### config.mk
export PLATFORM = sky130hd
export DESIGN_NAME = apb_arbiter_master_flat
export DESIGN_NICKNAME = d
export VERILOG_FILES = /design/src/rtl/apb_arbiter_master_if.sv /design/src/rtl/apb_arbiter_master.sv /design/src/flat_wrapper.sv
export SDC_FILE = /design/constraint.sdc
export NUM_CORES = 1
export LEC_CHECK = 0
export CAP_MARGIN = 20
export CORE_ASPECT_RATIO = 0.7
export CORE_MARGIN = 10
export CORE_UTILIZATION = 42
export DETAILED_ROUTE_END_ITERATION = 10
export PLACE_DENSITY = 0.85
export SYNTH_ARGS = -nofsm -noshare
export SYNTH_HDL_FRONTEND = slang
export SYNTH_SLANG_ARGS = --single-unit
### constraint.sdc
create_clock -name clk -period 3.3 [get_ports clk]
set_input_delay 0.66 -clock clk [delete_from_list [all_inputs] [get_ports clk]]
set_output_delay 0.66 -clock clk [all_outputs]
set_load 0.02 [all_outputs]
### src/rtl/apb_arbiter_master_if.sv
// APB bus bundle between the arbiter (master side) and one APB completer.
// Transfer qualification: a beat completes on the cycle where psel && penable && pready.
interface apb_arbiter_master_if #(
  parameter int ADDR_W = 8,
  parameter int DATA_W = 8
);
  logic              psel;
  logic              penable;
  logic              pwrite;
  logic [ADDR_W-1:0] paddr;
  logic [DATA_W-1:0] pwdata;
  logic [DATA_W-1:0] prdata;
  logic              pready;
  logic              pslverr;

  modport master (
    output psel, penable, pwrite, paddr, pwdata,
    input  prdata, pready, pslverr
  );

  modport slave (
    input  psel, penable, pwrite, paddr, pwdata,
    output prdata, pready, pslverr
  );
endinterface

### src/rtl/apb_arbiter_master.sv
// Two-requester round-robin arbiter driving a single APB master port.
// Optional ACCESS-phase watchdog enabled by defining APB_TIMEOUT_EN.
module apb_arbiter_master #(
  parameter int ADDR_W         = 8,
  parameter int DATA_W         = 8,
  parameter int TIMEOUT_CYCLES = 16
) (
  input  logic              clk,
  input  logic              rst_n,
  // Requester handshake: a request is taken on a cycle with reqN_valid && reqN_ready.
  input  logic              req0_valid,
  input  logic              req0_write,
  input  logic [ADDR_W-1:0] req0_addr,
  input  logic [DATA_W-1:0] req0_wdata,
  output logic              req0_ready,
  output logic              rsp0_valid,
  output logic [DATA_W-1:0] rsp0_rdata,
  output logic              rsp0_err,
  input  logic              req1_valid,
  input  logic              req1_write,
  input  logic [ADDR_W-1:0] req1_addr,
  input  logic [DATA_W-1:0] req1_wdata,
  output logic              req1_ready,
  output logic              rsp1_valid,
  output logic [DATA_W-1:0] rsp1_rdata,
  output logic              rsp1_err,
  apb_arbiter_master_if.master apb,
  output logic [1:0]        dbg_state
);

  typedef enum logic [1:0] {
    IDLE   = 2'd0,
    SETUP  = 2'd1,
    ACCESS = 2'd2,
    RESP   = 2'd3
  } state_t;

  if (TIMEOUT_CYCLES < 1) begin : g_bad_timeout
    $error("TIMEOUT_CYCLES must be at least 1");
  end

  state_t            state_q, state_d;
  logic              owner_q, owner_d;
  logic              last_q, last_d;
  logic              wr_q, wr_d;
  logic [ADDR_W-1:0] addr_q, addr_d;
  logic [DATA_W-1:0] wdata_q, wdata_d;
  logic [DATA_W-1:0] rsp0_rdata_q, rsp0_rdata_d;
  logic [DATA_W-1:0] rsp1_rdata_q, rsp1_rdata_d;
  logic              rsp0_err_q, rsp0_err_d;
  logic              rsp1_err_q, rsp1_err_d;
  logic              gnt0, gnt1;

`ifdef APB_TIMEOUT_EN
  localparam int                CNT_W   = $clog2(TIMEOUT_CYCLES + 1);
  localparam logic [CNT_W-1:0] TO_LAST = CNT_W'(TIMEOUT_CYCLES - 1);
  logic [CNT_W-1:0] cnt_q, cnt_d;
`endif

  // last_q holds the most recently granted requester; req1 wins a tie only after req0 was served.
  always_comb begin
    gnt1 = req1_valid && (!req0_valid || !last_q);
    gnt0 = req0_valid && !gnt1;
  end

  always_comb begin
    state_d      = state_q;
    owner_d      = owner_q;
    last_d       = last_q;
    wr_d         = wr_q;
    addr_d       = addr_q;
    wdata_d      = wdata_q;
    rsp0_rdata_d = rsp0_rdata_q;
    rsp1_rdata_d = rsp1_rdata_q;
    rsp0_err_d   = rsp0_err_q;
    rsp1_err_d   = rsp1_err_q;
`ifdef APB_TIMEOUT_EN
    cnt_d        = cnt_q;
`endif
    unique case (state_q)
      IDLE: begin
        if (gnt0 || gnt1) begin
          owner_d = gnt1;
          last_d  = gnt1;
          wr_d    = gnt1 ? req1_write : req0_write;
          addr_d  = gnt1 ? req1_addr  : req0_addr;
          wdata_d = gnt1 ? req1_wdata : req0_wdata;
          state_d = SETUP;
        end
      end
      SETUP: begin
        state_d = ACCESS;
`ifdef APB_TIMEOUT_EN
        cnt_d   = '0;
`endif
      end
      ACCESS: begin
        if (apb.pready) begin
          if (owner_q) begin
            rsp1_rdata_d = wr_q ? '0 : apb.prdata;
            rsp1_err_d   = apb.pslverr;
          end else begin
            rsp0_rdata_d = wr_q ? '0 : apb.prdata;
            rsp0_err_d   = apb.pslverr;
          end
          state_d = RESP;
        end
`ifdef APB_TIMEOUT_EN
        // A stalled completer is abandoned and reported as an error with no data.
        else if (cnt_q == TO_LAST) begin
          if (owner_q) begin
            rsp1_rdata_d = '0;
            rsp1_err_d   = 1'b1;
          end else begin
            rsp0_rdata_d = '0;
            rsp0_err_d   = 1'b1;
          end
          state_d = RESP;
        end else begin
          cnt_d = cnt_q + 1'b1;
        end
`endif
      end
      RESP: begin
        state_d = IDLE;
      end
      default: begin
        state_d = IDLE;
      end
    endcase
  end

  always_ff @(posedge clk) begin
    if (!rst_n) begin
      state_q      <= IDLE;
      owner_q      <= 1'b0;
      last_q       <= 1'b1;
      wr_q         <= 1'b0;
      addr_q       <= '0;
      wdata_q      <= '0;
      rsp0_rdata_q <= '0;
      rsp1_rdata_q <= '0;
      rsp0_err_q   <= 1'b0;
      rsp1_err_q   <= 1'b0;
`ifdef APB_TIMEOUT_EN
      cnt_q        <= '0;
`endif
    end else begin
      state_q      <= state_d;
      owner_q      <= owner_d;
      last_q       <= last_d;
      wr_q         <= wr_d;
      addr_q       <= addr_d;
      wdata_q      <= wdata_d;
      rsp0_rdata_q <= rsp0_rdata_d;
      rsp1_rdata_q <= rsp1_rdata_d;
      rsp0_err_q   <= rsp0_err_d;
      rsp1_err_q   <= rsp1_err_d;
`ifdef APB_TIMEOUT_EN
      cnt_q        <= cnt_d;
`endif
    end
  end

  always_comb begin
    req0_ready  = (state_q == IDLE) && gnt0;
    req1_ready  = (state_q == IDLE) && gnt1;
    apb.psel    = (state_q == SETUP) || (state_q == ACCESS);
    apb.penable = (state_q == ACCESS);
    apb.pwrite  = wr_q;
    apb.paddr   = addr_q;
    apb.pwdata  = wdata_q;
    rsp0_valid  = (state_q == RESP) && !owner_q;
    rsp1_valid  = (state_q == RESP) && owner_q;
    rsp0_rdata  = rsp0_rdata_q;
    rsp1_rdata  = rsp1_rdata_q;
    rsp0_err    = rsp0_err_q;
    rsp1_err    = rsp1_err_q;
    dbg_state   = state_q;
  end

endmodule
### src/flat_wrapper.sv
// flat-port wrapper written by rule: the top's interface ports become plain ports
module apb_arbiter_master_flat 
#(
  parameter int ADDR_W         = 8,
  parameter int DATA_W         = 8,
  parameter int TIMEOUT_CYCLES = 16
)
  (clk, rst_n, req0_valid, req0_write, req0_addr, req0_wdata, req0_ready, rsp0_valid, rsp0_rdata, rsp0_err, req1_valid, req1_write, req1_addr, req1_wdata, req1_ready, rsp1_valid, rsp1_rdata, rsp1_err, dbg_state, apb_psel, apb_penable, apb_pwrite, apb_paddr, apb_pwdata, apb_prdata, apb_pready, apb_pslverr);
  apb_arbiter_master_if #(.ADDR_W(ADDR_W), .DATA_W(DATA_W)) apb_i ();
  input  logic clk;
  input  logic rst_n;
  input  logic req0_valid;
  input  logic req0_write;
  input  logic [ADDR_W-1:0] req0_addr;
  input  logic [DATA_W-1:0] req0_wdata;
  output logic req0_ready;
  output logic rsp0_valid;
  output logic [DATA_W-1:0] rsp0_rdata;
  output logic rsp0_err;
  input  logic req1_valid;
  input  logic req1_write;
  input  logic [ADDR_W-1:0] req1_addr;
  input  logic [DATA_W-1:0] req1_wdata;
  output logic req1_ready;
  output logic rsp1_valid;
  output logic [DATA_W-1:0] rsp1_rdata;
  output logic rsp1_err;
  output logic [1:0] dbg_state;
  output wire logic [$bits(apb_i.psel)-1:0] apb_psel;
  output wire logic [$bits(apb_i.penable)-1:0] apb_penable;
  output wire logic [$bits(apb_i.pwrite)-1:0] apb_pwrite;
  output wire logic [$bits(apb_i.paddr)-1:0] apb_paddr;
  output wire logic [$bits(apb_i.pwdata)-1:0] apb_pwdata;
  input wire logic [$bits(apb_i.prdata)-1:0] apb_prdata;
  input wire logic [$bits(apb_i.pready)-1:0] apb_pready;
  input wire logic [$bits(apb_i.pslverr)-1:0] apb_pslverr;
  assign apb_psel = apb_i.psel;
  assign apb_penable = apb_i.penable;
  assign apb_pwrite = apb_i.pwrite;
  assign apb_paddr = apb_i.paddr;
  assign apb_pwdata = apb_i.pwdata;
  assign apb_i.prdata = apb_prdata;
  assign apb_i.pready = apb_pready;
  assign apb_i.pslverr = apb_pslverr;
  apb_arbiter_master #(.ADDR_W(ADDR_W), .DATA_W(DATA_W), .TIMEOUT_CYCLES(TIMEOUT_CYCLES)) u_core (.clk(clk), .rst_n(rst_n), .req0_valid(req0_valid), .req0_write(req0_write), .req0_addr(req0_addr), .req0_wdata(req0_wdata), .req0_ready(req0_ready), .rsp0_valid(rsp0_valid), .rsp0_rdata(rsp0_rdata), .rsp0_err(rsp0_err), .req1_valid(req1_valid), .req1_write(req1_write), .req1_addr(req1_addr), .req1_wdata(req1_wdata), .req1_ready(req1_ready), .rsp1_valid(rsp1_valid), .rsp1_rdata(rsp1_rdata), .rsp1_err(rsp1_err), .apb(apb_i), .dbg_state(dbg_state));
endmodule
Word level (Yosys, flattened, before mapping):

Cells that the tools add are included.

* reduce and logical (&&, ||, !) cells: 18
* bitwise gates (word level): 1
* equality and inequality tests: 5
* multiplexer cells: 7

Operator list (number)
* $mux 8: 3
* $pmux 2 s4: 1
* $logic_and 1x1->1: 6
* $reduce_and 3->1: 2
* $eq 2x2->1 const B: 2
* $logic_not 1->1: 4
* $mux 2: 2
* $ne 2x1->1 const B: 2
* $reduce_and 2->1: 2
* $logic_or 1x1->1: 3
* $eq 2x1->1 const B: 1
* $logic_not 2->1: 1
* $mux 1: 1
* $not 1->1: 1

* bits of input ports: 48
* output and inout port bits: 43
* register bits: 39

Logic depth before layout (Yosys ltp):

Gate-level depths: netlist (run 1).

* depth in word-level cells: 8
* depth in mapped cells: 6
* gate-level depth less buffers: 5

Worst setup path after synthesis (run 1):

OpenSTA, ideal clock, no wires.

* path kind: input-to-output
* start: input req1_valid
* end: output req0_ready
* data required time: 2.640 ns
* setup slack: 1.376 ns
* stages: 3
* data arrival time: 1.264 ns
* cells stage by stage: a21boi_2 > buf_2 > nor2_1

* word-level cells in the longest chain between the ends: 4

RTL lines
* from (decl): RTL line flat_wrapper.sv:20 `input logic req1_valid;`
* $logic_and 1x1->1: RTL line apb_arbiter_master.sv:62 `gnt1 = req1_valid && (!req0_valid || !last_q);`
* $logic_not 1->1: RTL line apb_arbiter_master.sv:63 `gnt0 = req0_valid && !gnt1;`
* $logic_and 1x1->1: RTL line apb_arbiter_master.sv:63
* $logic_and 1x1->1: RTL line apb_arbiter_master.sv:166 `req0_ready = (state_q == IDLE) && gnt0;`
* to (decl): RTL line flat_wrapper.sv:16 `output logic req0_ready;`

No other way between the ends.

Worst setup path in the final report (run 1):

* start: input req1_valid
* end: output req1_ready

* word-level cells in the longest chain between the ends: 2

RTL lines
* $logic_and 1x1->1: RTL line apb_arbiter_master.sv:62
* $logic_and 1x1->1: RTL line apb_arbiter_master.sv:167 `req1_ready = (state_q == IDLE) && gnt1;`
* to (decl): RTL line flat_wrapper.sv:24 `output logic req1_ready;`

No other way between the ends.

==> reports/qor.csv, run 1 <==
stage,metric,value,unit
run_status,status,"finished, final reports clean",
grt,grt_usage,14.95,%
grt,grt.overflow.total,0,
logic_synthesis,yosysUniqueCellTypes,31,
critical_path,critical_path_arrival,2.25,ns
sta,relSlewSlack,30.81,%
final_layout,drive_above_1_share,4.319,%
drt,dr.pass1.iters,4,
critical_path,crit_family,buffers and inverters,
clock_network,ctsResizeCount,0,
die,die_w,96.75,µm
placement,placed_cells,345,
sta,fin_hold_ws,0.4614,ns
critical_path,cp_common_cell,clkdlybuf4s50_1,
critical_path,slowest_stage,clkdlybuf4s50_1,
logic_synthesis,synth.top_cell.area_share,45.09,%
logic_synthesis,synth_area_leaders,"dfxtp_1, nand2_1, a21boi_0",
critical_path,worstReg2RegEnd,u_core.apb.paddr[6],
critical_path,crit_path_start_kind,input pin,
sta,maxSlewViolCount,0,
power_and_ir_drop,p_leak,0.001034,µW
final_layout,regArea,780.7,µm²
critical_path,reg2reg_slack,1.77,ns
logic_synthesis,synth.avg_cell_area,8.130,µm²
critical_path,critPathKind,input pin to primary output,
run,cap_violations,0,
placement,place_area,0.002638,mm²
logic_synthesis,synth-seq-area-share,45.09,%
sta,final-setup-viol-count,0,
power_and_ir_drop,power_density,685.9,mW/mm²
power_and_ir_drop,p_int,1237,µW
clock_network,cts_sinks,39,
critical_path,cpPeakStageDelay,0.64,ns
sta,worst_pin_slew,1.035,ns
grt,antenna_found_initial,0,
clock_network,path_clk_slew,0.07,ns
power_and_ir_drop,pwr-share-clk,24.6,%
drt,wl_per_cell,15.88,µm
grt,grt_pass1_vias,1617,
min_path,hold_class,flip-flop to flip-flop,
critical_path,reg2reg_from,u_core.dbg_state[0],
clock_network,htreeDepth,2,
logic_synthesis,yosysWarningCount,0,
drt,dr.first_iter.drc_count,98,
sta,fin_crit,2.905,ns
min_path,min_path_cells,2,
power_and_ir_drop,vdd_ir_drop_max,0.0005753,V
final_layout,layout_commonest_cell,clkdlybuf4s50_1,
final_layout,num-nets-final,352,
die,num_rows,19,
min_path,hold_end,u_core.rsp1_rdata[7],
logic_synthesis,syn_inst,213,
die,die_h,73.72,µm
die,initial_core_util,43.88,%
drt,drc,0,
critical_path,worstRegToRegCells,5,
drt,ant_nets,0,
grt,grt_max_degree,35,
clock_network,clockRootBuffer,clkbuf_8,
power_and_ir_drop,p_seq_share,33.8,%
sta,fin_tns_setup,0,ns
drt,wirelength,5.604,mm
min_path,hold_start,u_core.rsp1_rdata[7],
drt,vias,1740,
clock_network,postCtsSetupRepairBufs,0,
drt,vias_per_cell,4.929,
power_and_ir_drop,switching_share,34.89,%
final_layout,multi_input_area,857.1,µm²
clock_network,numCtsBuffers,5,
sta,max_freq,0.3442,GHz
critical_path,endpoint_kind,primary output,
clock_network,cts_hold_buf,0,
logic_synthesis,synthesis.nets,265,
final_layout,areaGrowthSynthToFinish,59.97,%
final_layout,insertedDiodeCount,0,
sta,finalCritPeriodShare,88.03,%
die,core_area,0.003946,mm²
grt,grt_pass1_wl,8.694,mm
die,io_pins,91,
critical_path,required,2.64,ns
placement,port-buffer-count,90,
logic_synthesis,synth_top_cell_by_area,dfxtp_1,
logic_synthesis,synth_area,0.001732,mm²
sta,rsz0062_at_grt,false,
critical_path,critPathMaxFanout,5,
final_layout,stdcell_area,0.002770,mm²
clock_network,cts.path.max_buffers,2,
sta,hold_viol_final,0,
logic_synthesis,ys_ff_latch,39,
die,die_area,0.007132,mm²
critical_path,critPathBufInv,2,
placement,dp_hpwl,4.232,mm
placement,gp_congestion,0.7828,
critical_path,crit_chain,clkdlybuf4s50_1 > a21boi_2 > and2_1 > clkdlybuf4s50_1,
clock_network,clock_latency,0.29,ns
power_and_ir_drop,switchingPower,662.9,µW
clock_network,cts_tree,yes,
final_layout,fillers,337,
sta,fin_skew,0.005672,ns
final_layout,final-instance-count-excl-fill,353,
final_layout,layout_common_cells,"clkdlybuf4s50_1, nand2_1, dfxtp_1",
power_and_ir_drop,comb_power_share,41.6,%
## layer usage
layer / routed length (µm) / vias up / GRT usage, %
met1: 2447 / 790 / 17.20
li1: - / 886 / -
met3: 524 / 7 / 6.742
met4: 81 / 0 / 5.710
met2: 2551 / 57 / 24.11
met5: 0 / - / 0
## power by group through the flow
stage / Combinational, µW / Clock [µW] / Sequential [µW]
5_1_grt: 859 / 495 / 655
3_3_place_gp: 784 / 0 / 647
6_report: 790 / 468 / 642
3_5_place_dp: 794 / 0 / 652
4_1_cts: 798 / 474 / 643
2_1_floorplan: 336 / 0 / 754
## cells in the mapped netlist (all sizes together)
cell	n
a21bo	1
a21boi	19
a21oi	1
a22oi	1
a31oi	17
and2	2
and3	1
and3b	1
buf	9
clkbuf	4
dfxtp	39
ha	4
inv	3
mux2i	1
nand2	75
nand3	1
nand3b	1
nor2	1
nor2b	10
nor3b	1
o211ai	1
o21a	2
o21ai	17
o31a	1
## logic make-up after synthesis
logic type | after synthesis | synth area share, %
AOI/OAI and AO/OA | 60 | 23.05
DFF | 39 | 45.09
buffers and inverters | 16 | 5.418
and+or+nand+nor | 93 | 22.98
adders and majority gates | 4 | 2.890
muxes | 1 | 0.5781
## metrics by stage
stage | utilization (%) | total power, µW | setup WS, ns
after floorplan | - | 1090 | 1.376
after global placement | 66.84 | 1431 | 0.4535
after detailed placement | 66.84 | 1446 | 0.4075
after CTS | 70.20 | 1915 | 0.3986
after global routing | 70.20 | 2009 | 0.3468
final | 70.20 | 1900 | 0.3949
## tightest hold or removal path, delay by kind of cell (launching register included)
kind,cells,cell delay [ns]
flops,1,0.31
compound gates,1,0.06
simple gates,1,0.04
## sequential cells by signal, summed over array words and instances, names as in the netlist
| register | cells |
|---|---|
| u_core.apb.paddr | 8 |
| u_core.last_q | 1 |
| u_core.rsp0_err | 1 |
| u_core.rsp0_rdata | 8 |
| u_core.dbg_state | 2 |
| u_core.rsp1_rdata | 8 |
| u_core.owner_q | 1 |
| u_core.rsp1_err | 1 |
| u_core.apb.pwrite | 1 |
| u_core.apb.pwdata | 8 |
## worst max-delay path by stage
stage | start | slack [ns] | end | depth (start not counted)
after floorplan | req1_valid | 1.38 | req0_ready | 3
after global placement | req1_valid | 0.45 | req1_ready | 4
after detailed placement | req1_valid | 0.41 | req1_ready | 4
after CTS | req1_valid | 0.40 | req1_ready | 4
after global routing | req1_valid | 0.35 | req1_ready | 4
final | req1_valid | 0.39 | req1_ready | 4
## layout make-up
class / count / area share (%)
clock inverter: 2 / 2.168
multi-input combinational: 158 / 30.94
inverter: 3 / 0.4065
timing repair buffer: 93 / 33.33
clock buffer: 6 / 2.620
sequential: 39 / 28.18
tap: 52 / 2.349
Power figures use the tool's default switching activity.
==> run 2: changes to the inputs <==
--- a/config.mk
+++ b/config.mk
@@ -8,9 +8,10 @@
 export CAP_MARGIN = 20
 export CORE_ASPECT_RATIO = 0.7
 export CORE_MARGIN = 10
-export CORE_UTILIZATION = 42
+export CORE_UTILIZATION = 55
 export DETAILED_ROUTE_END_ITERATION = 10
-export PLACE_DENSITY = 0.85
+export DONT_BUFFER_PORTS = 1
+export PLACE_DENSITY = 0.7
 export SYNTH_ARGS = -nofsm -noshare
 export SYNTH_HDL_FRONTEND = slang
 export SYNTH_SLANG_ARGS = --single-unit
==> run 2 against run 1 <==
- routed wire length down 21%
- sequential share of layout area is 14 points higher
- clock power about the same
- clock skew shrank 0.00064 ns
- power fell by 15%
- maximum frequency up 31%
- combinational power decreased by 54%
- non-clock buffer count shrank 92
- critical endpoint is now req0_ready
- first-iteration DRC count increased by 32%
- core utilization decreased by 6.9 points
- count of clock-buffer cells in the layout fell by 1
- cell area shrank 34%
==> reports/qor.csv, run 2 (synthesis results as in run 1) <==
stage,metric,value,unit
run_status,status,"finished, final reports clean",
sta,rsz0062_at_grt,false,
power_and_ir_drop,switching_share,37.53,%
critical_path,critPathMaxFanout,6,
critical_path,reg2reg_from,u_core.dbg_state[0],
final_layout,drive_above_1_share,5.742,%
die,core_area,0.002903,mm²
sta,hold_viol_final,0,
sta,max_freq,0.4513,GHz
min_path,hold_class,input pin to flip-flop,
clock_network,cts.path.max_buffers,2,
run,cap_violations,0,
sta,fin_crit,2.216,ns
final_layout,layout_commonest_cell,nand2_1,
sta,fin_skew,0.005029,ns
sta,worst_pin_slew,0.5342,ns
critical_path,critPathBufInv,1,
clock_network,cts_tree,yes,
critical_path,crit_family,simple AND/OR/NAND/NOR gates,
min_path,hold_start,rst_n,
grt,antenna_found_initial,0,
die,io_pins,91,
power_and_ir_drop,pwr-share-clk,29.0,%
die,die_h,66.95,µm
drt,vias_per_cell,5.943,
critical_path,crit_chain,inv_1 > ha_1 > nand2_1 > nor2_1,
final_layout,fillers,270,
power_and_ir_drop,comb_power_share,22.7,%
clock_network,cts_sinks,39,
sta,maxSlewViolCount,0,
power_and_ir_drop,switchingPower,603.0,µW
critical_path,reg2reg_slack,1.54,ns
sta,final-setup-viol-count,0,
drt,dr.first_iter.drc_count,129,
critical_path,cpPeakStageDelay,0.41,ns
sta,relSlewSlack,64.33,%
grt,gr-usage-met3,7.533,%
critical_path,critPathKind,flip-flop to primary output,
sta,finalCritPeriodShare,67.15,%
final_layout,regArea,780.7,µm²
grt,grt_pass1_vias,1361,
grt,busiest_layer,met2,
final_layout,num-nets-final,260,
grt,grt_pass1_wl,6.699,mm
power_and_ir_drop,p_int,1004,µW
die,die_w,87.07,µm
placement,port-buffer-count,0,
clock_network,ctsResizeCount,0,
die,die_area,0.005829,mm²
power_and_ir_drop,vdd_ir_drop_max,0.0006195,V
grt,use_met2,23.36,%
grt,grt.met1_usage,16.10,%
critical_path,cp.depth,4,
critical_path,worstReg2RegEnd,u_core.rsp0_rdata[3],
drt,vias,1456,
clock_network,clock_latency,0.29,ns
critical_path,crit_start,u_core.dbg_state[0],
grt,grt.overflow.total,0,
placement,dp_hpwl,3.444,mm
clock_network,cts_hold_buf,0,
critical_path,crit_path_start_kind,flip-flop,
power_and_ir_drop,p_seq_share,48.3,%
grt,grt_max_degree,41,
final_layout,areaGrowthSynthToFinish,6.141,%
critical_path,crit_path_end,req0_ready,
die,num_rows,16,
critical_path,required,2.64,ns
drt,wl_per_cell,18.15,µm
final_layout,layout_common_cells,"nand2_1, dfxtp_1, a21boi_0",
critical_path,critical_path_arrival,1.56,ns
critical_path,slowest_stage,dfxtp_1,
drt,drc,0,
final_layout,insertedDiodeCount,0,
critical_path,worstRegToRegCells,5,
clock_network,numCtsBuffers,5,
die,initial_core_util,59.66,%
final_layout,multi_input_area,857.1,µm²
clock_network,htreeDepth,2,
clock_network,clockRootBuffer,clkbuf_8,
grt,grt_usage,14.47,%
clock_network,path_clk_slew,0.07,ns
drt,wirelength,4.447,mm
drt,dr.pass1.iters,5,
sta,fin_hold_ws,0.4700,ns
sta,fin_tns_setup,0,ns
critical_path,endpoint_kind,primary output,
clock_network,postCtsSetupRepairBufs,0,
power_and_ir_drop,p_leak,0.0006883,µW
power_and_ir_drop,power_density,874.1,mW/mm²
placement,gp_congestion,0.8010,
drt,ant_nets,0,
run 2: cell types whose count changed in the layout (fill, tap and decap cells not counted), sizes merged:
| cell | before | now |
|---|---|---|
| buf | 3 | 1 |
| clkbuf | 6 | 5 |
| clkdlybuf4s50 | 90 | 0 |
| clkinvlp | 0 | 1 |
run 2: through the flow:
stage               utilization (%)  std cells  setup slack (ns)  total power [µW]  area (µm²)
floorplan                         -        213             1.376              1090        1732
global placement              58.62        237             1.437              1131        1702
detailed placement            58.62        237             1.383              1157        1702
CTS                           63.32        245             1.054              1624        1838
global route                  63.32        245            0.9448              1709        1838
finish                        63.32        245             1.084              1607        1838
run 2: worst min-delay path by stage:
stage | endpoint | slack [ns] | cells after the start
after detailed placement | u_core.last_q | 0.53 | 2
after floorplan | u_core.last_q | 0.50 | 2
after CTS | u_core.last_q | 0.46 | 1
after global routing | u_core.last_q | 0.47 | 1
final | u_core.last_q | 0.47 | 1
after global placement | u_core.last_q | 0.51 | 2
run 2: routing by layer:
metal  vias up  wire length [µm]
li1        703                 -
met1       664              1770
met2        78              2034
met3        11               579
met4         0                63
met5         -                 0
run 2: power groups by stage:
stage	Sequential [µW]	Combinational, µW	Clock (µW)
floorplan	754	336	0
global placement	785	346	0
detailed placement	790	366	0
CTS	780	367	478
global route	792	421	495
finish	775	365	466
run 2: layout make-up:
class | count | area share (%)
well taps | 36 | 2.451
clock inverters | 3 | 3.676
clock buffers | 5 | 3.744
inverters | 3 | 0.6127
repair buffers | 1 | 0.4084
flip-flops and latches | 39 | 42.48
multi-input cells | 158 | 46.63
==> run 3: changes to the inputs <==
==> constraint.sdc (replaced) <==
create_clock -name clk -period 2.2 [get_ports clk]
set_input_delay 0.44 -clock clk [delete_from_list [all_inputs] [get_ports clk]]
set_output_delay 0.44 -clock clk [all_outputs]
set_load 0.02 [all_outputs]
==> run 3 against run 2 <==
- critical endpoint unchanged
- power is 44% higher
- critical path depth stayed put
- sequential power is 50% higher
- flip-flop and latch count stayed put
- hold slack worse by 0.20 ns
==> reports/qor.csv, run 3 (synthesis results as in run 1) <==
stage,metric,value,unit
run_status,status,"finished, final reports clean",
grt,grt_max_degree,41,
drt,dr.first_iter.drc_count,133,
drt,vias,1397,
sta,hold_viol_final,0,
critical_path,reg2reg_from,u_core.dbg_state[1],
die,die_w,87.07,µm
sta,max_freq,0.5209,GHz
final_layout,layout_commonest_cell,nand2_1,
grt,grt_pass1_wl,6.762,mm
clock_network,cts_sinks,39,
final_layout,num-nets-final,260,
critical_path,slowest_stage,dfxtp_1,
drt,wl_per_cell,17.60,µm
grt,antenna_found_initial,0,
critical_path,cpPeakStageDelay,0.41,ns
power_and_ir_drop,total_power,2310,µW
die,initial_core_util,59.66,%
final_layout,post-route-util,62.76,%
drt,dr.pass1.iters,4,
die,die_area,0.005829,mm²
sta,relSlewSlack,64.56,%
critical_path,crit_start,u_core.dbg_state[0],
min_path,hold_start,rst_n,
clock_network,cts_hold_buf,0,
critical_path,critPathKind,flip-flop to primary output,
critical_path,crit_path_start_kind,flip-flop,
placement,port-buffer-count,0,
final_layout,layout_common_cells,"nand2_1, dfxtp_1, a21boi_0",
power_and_ir_drop,p_leak,0.0006850,µW
min_path,hold_class,input pin to flip-flop,
critical_path,endpoint_kind,primary output,
grt,grt.overflow.total,0,
sta,worst_pin_slew,0.5308,ns
clock_network,clock_latency,0.28,ns
die,die_h,66.95,µm
critical_path,critPathMaxFanout,6,
critical_path,crit_chain,inv_1 > ha_1 > nand2_1 > nor2_2,
power_and_ir_drop,power_density,1268,mW/mm²
placement,dp_hpwl,3.343,mm
grt,use_met2,21.72,%
sta,maxSlewViolCount,0,
clock_network,cts_tree,yes,
critical_path,crit_family,flip-flops,
final_layout,drive_above_1_share,6.220,%
grt,grt.met1_usage,16.57,%
grt,busiest_layer,met2,
sta,fin_tns_setup,0,ns
sta,finalCritPeriodShare,87.26,%
run,cap_violations,0,
clock_network,clockRootBuffer,clkbuf_8,
die,core_area,0.002903,mm²
drt,wirelength,4.313,mm
sta,fin_crit,1.920,ns
final_layout,final-instance-count-excl-fill,245,
placement,placed_cells,237,
clock_network,cts.path.max_buffers,2,
die,io_pins,91,
sta,fin_skew,0.006115,ns
sta,rsz0062_at_grt,false,
drt,ant_nets,0,
critical_path,required,1.76,ns
final_layout,insertedDiodeCount,0,
die,num_rows,16,
grt,grt_pass1_vias,1348,
critical_path,critPathBufInv,1,
sta,final-setup-viol-count,0,
clock_network,htreeDepth,2,
critical_path,critical_path_arrival,1.48,ns
power_and_ir_drop,vdd_ir_drop_max,0.0008783,V
clock_network,numCtsBuffers,5,
drt,drc,0,
final_layout,areaGrowthSynthToFinish,5.202,%
placement,gp_congestion,0.7893,
drt,vias_per_cell,5.702,
clock_network,path_clk_slew,0.07,ns
grt,gr-usage-met3,9.113,%
final_layout,stdcell_area,0.001822,mm²
grt,grt_usage,14.62,%
placement,place_area,0.001702,mm²
## run 3: changes by cell type in the layout (fill, tap and decap cells not counted), sizes merged
cell,change
clkbuf,+1
clkinv,+1
bufinv,-1
clkinvlp,-1
## run 3: per-layer routing
metal	vias to the layer above	part of all wire [%]
met2	61	43
met5	-	0
met3	9	14
li1	706	-
met1	621	41
met4	0	1.7
## run 3: layout make-up
class | instances | area (µm²)
clock inverter | 2 | 35.03
multi-input combinational | 158 | 859.6
inverter | 3 | 11.26
clock buffer | 6 | 82.58
tap | 36 | 45.04
sequential | 39 | 780.7
timing repair buffer | 1 | 7.507
fill | 247 | 1081
## run 3: worst paths after layout
check	to	slack, ns	cells past startpoint
min	u_core.last_q	0.27	1
max reg2reg	u_core.rsp0_rdata[7]	0.43	4
min reg2reg	u_core.last_q	0.53	2
max	req0_ready	0.28	4
## run 3: timing repair
| item | in CTS | in global routing |
|---|---|---|
| gates resized for setup | 0 | 1 |
| setup buffers | 0 | 0 |
| endpoints found under the setup margin | 0 | 1 |
## run 3: power breakdown
| group | leakage [µW] | internal [µW] | total (µW) | switching, µW |
|---|---|---|---|---|
| Clock | 0.0000612 | 367 | 602 | 235 |
| Sequential | 0.000319 | 858 | 1160 | 303 |
| Combinational | 0.000304 | 196 | 547 | 351 |
## run 3: stage by stage
step / hold slack (ns) / setup slack [ns]
after global placement: 0.5100 / 0.5286
after global routing: 0.2366 / 0.09708
after floorplan: 0.4999 / 0.6396
after detailed placement: 0.5220 / 0.4672
after CTS: 0.2447 / 0.1709
final: 0.2657 / 0.2803
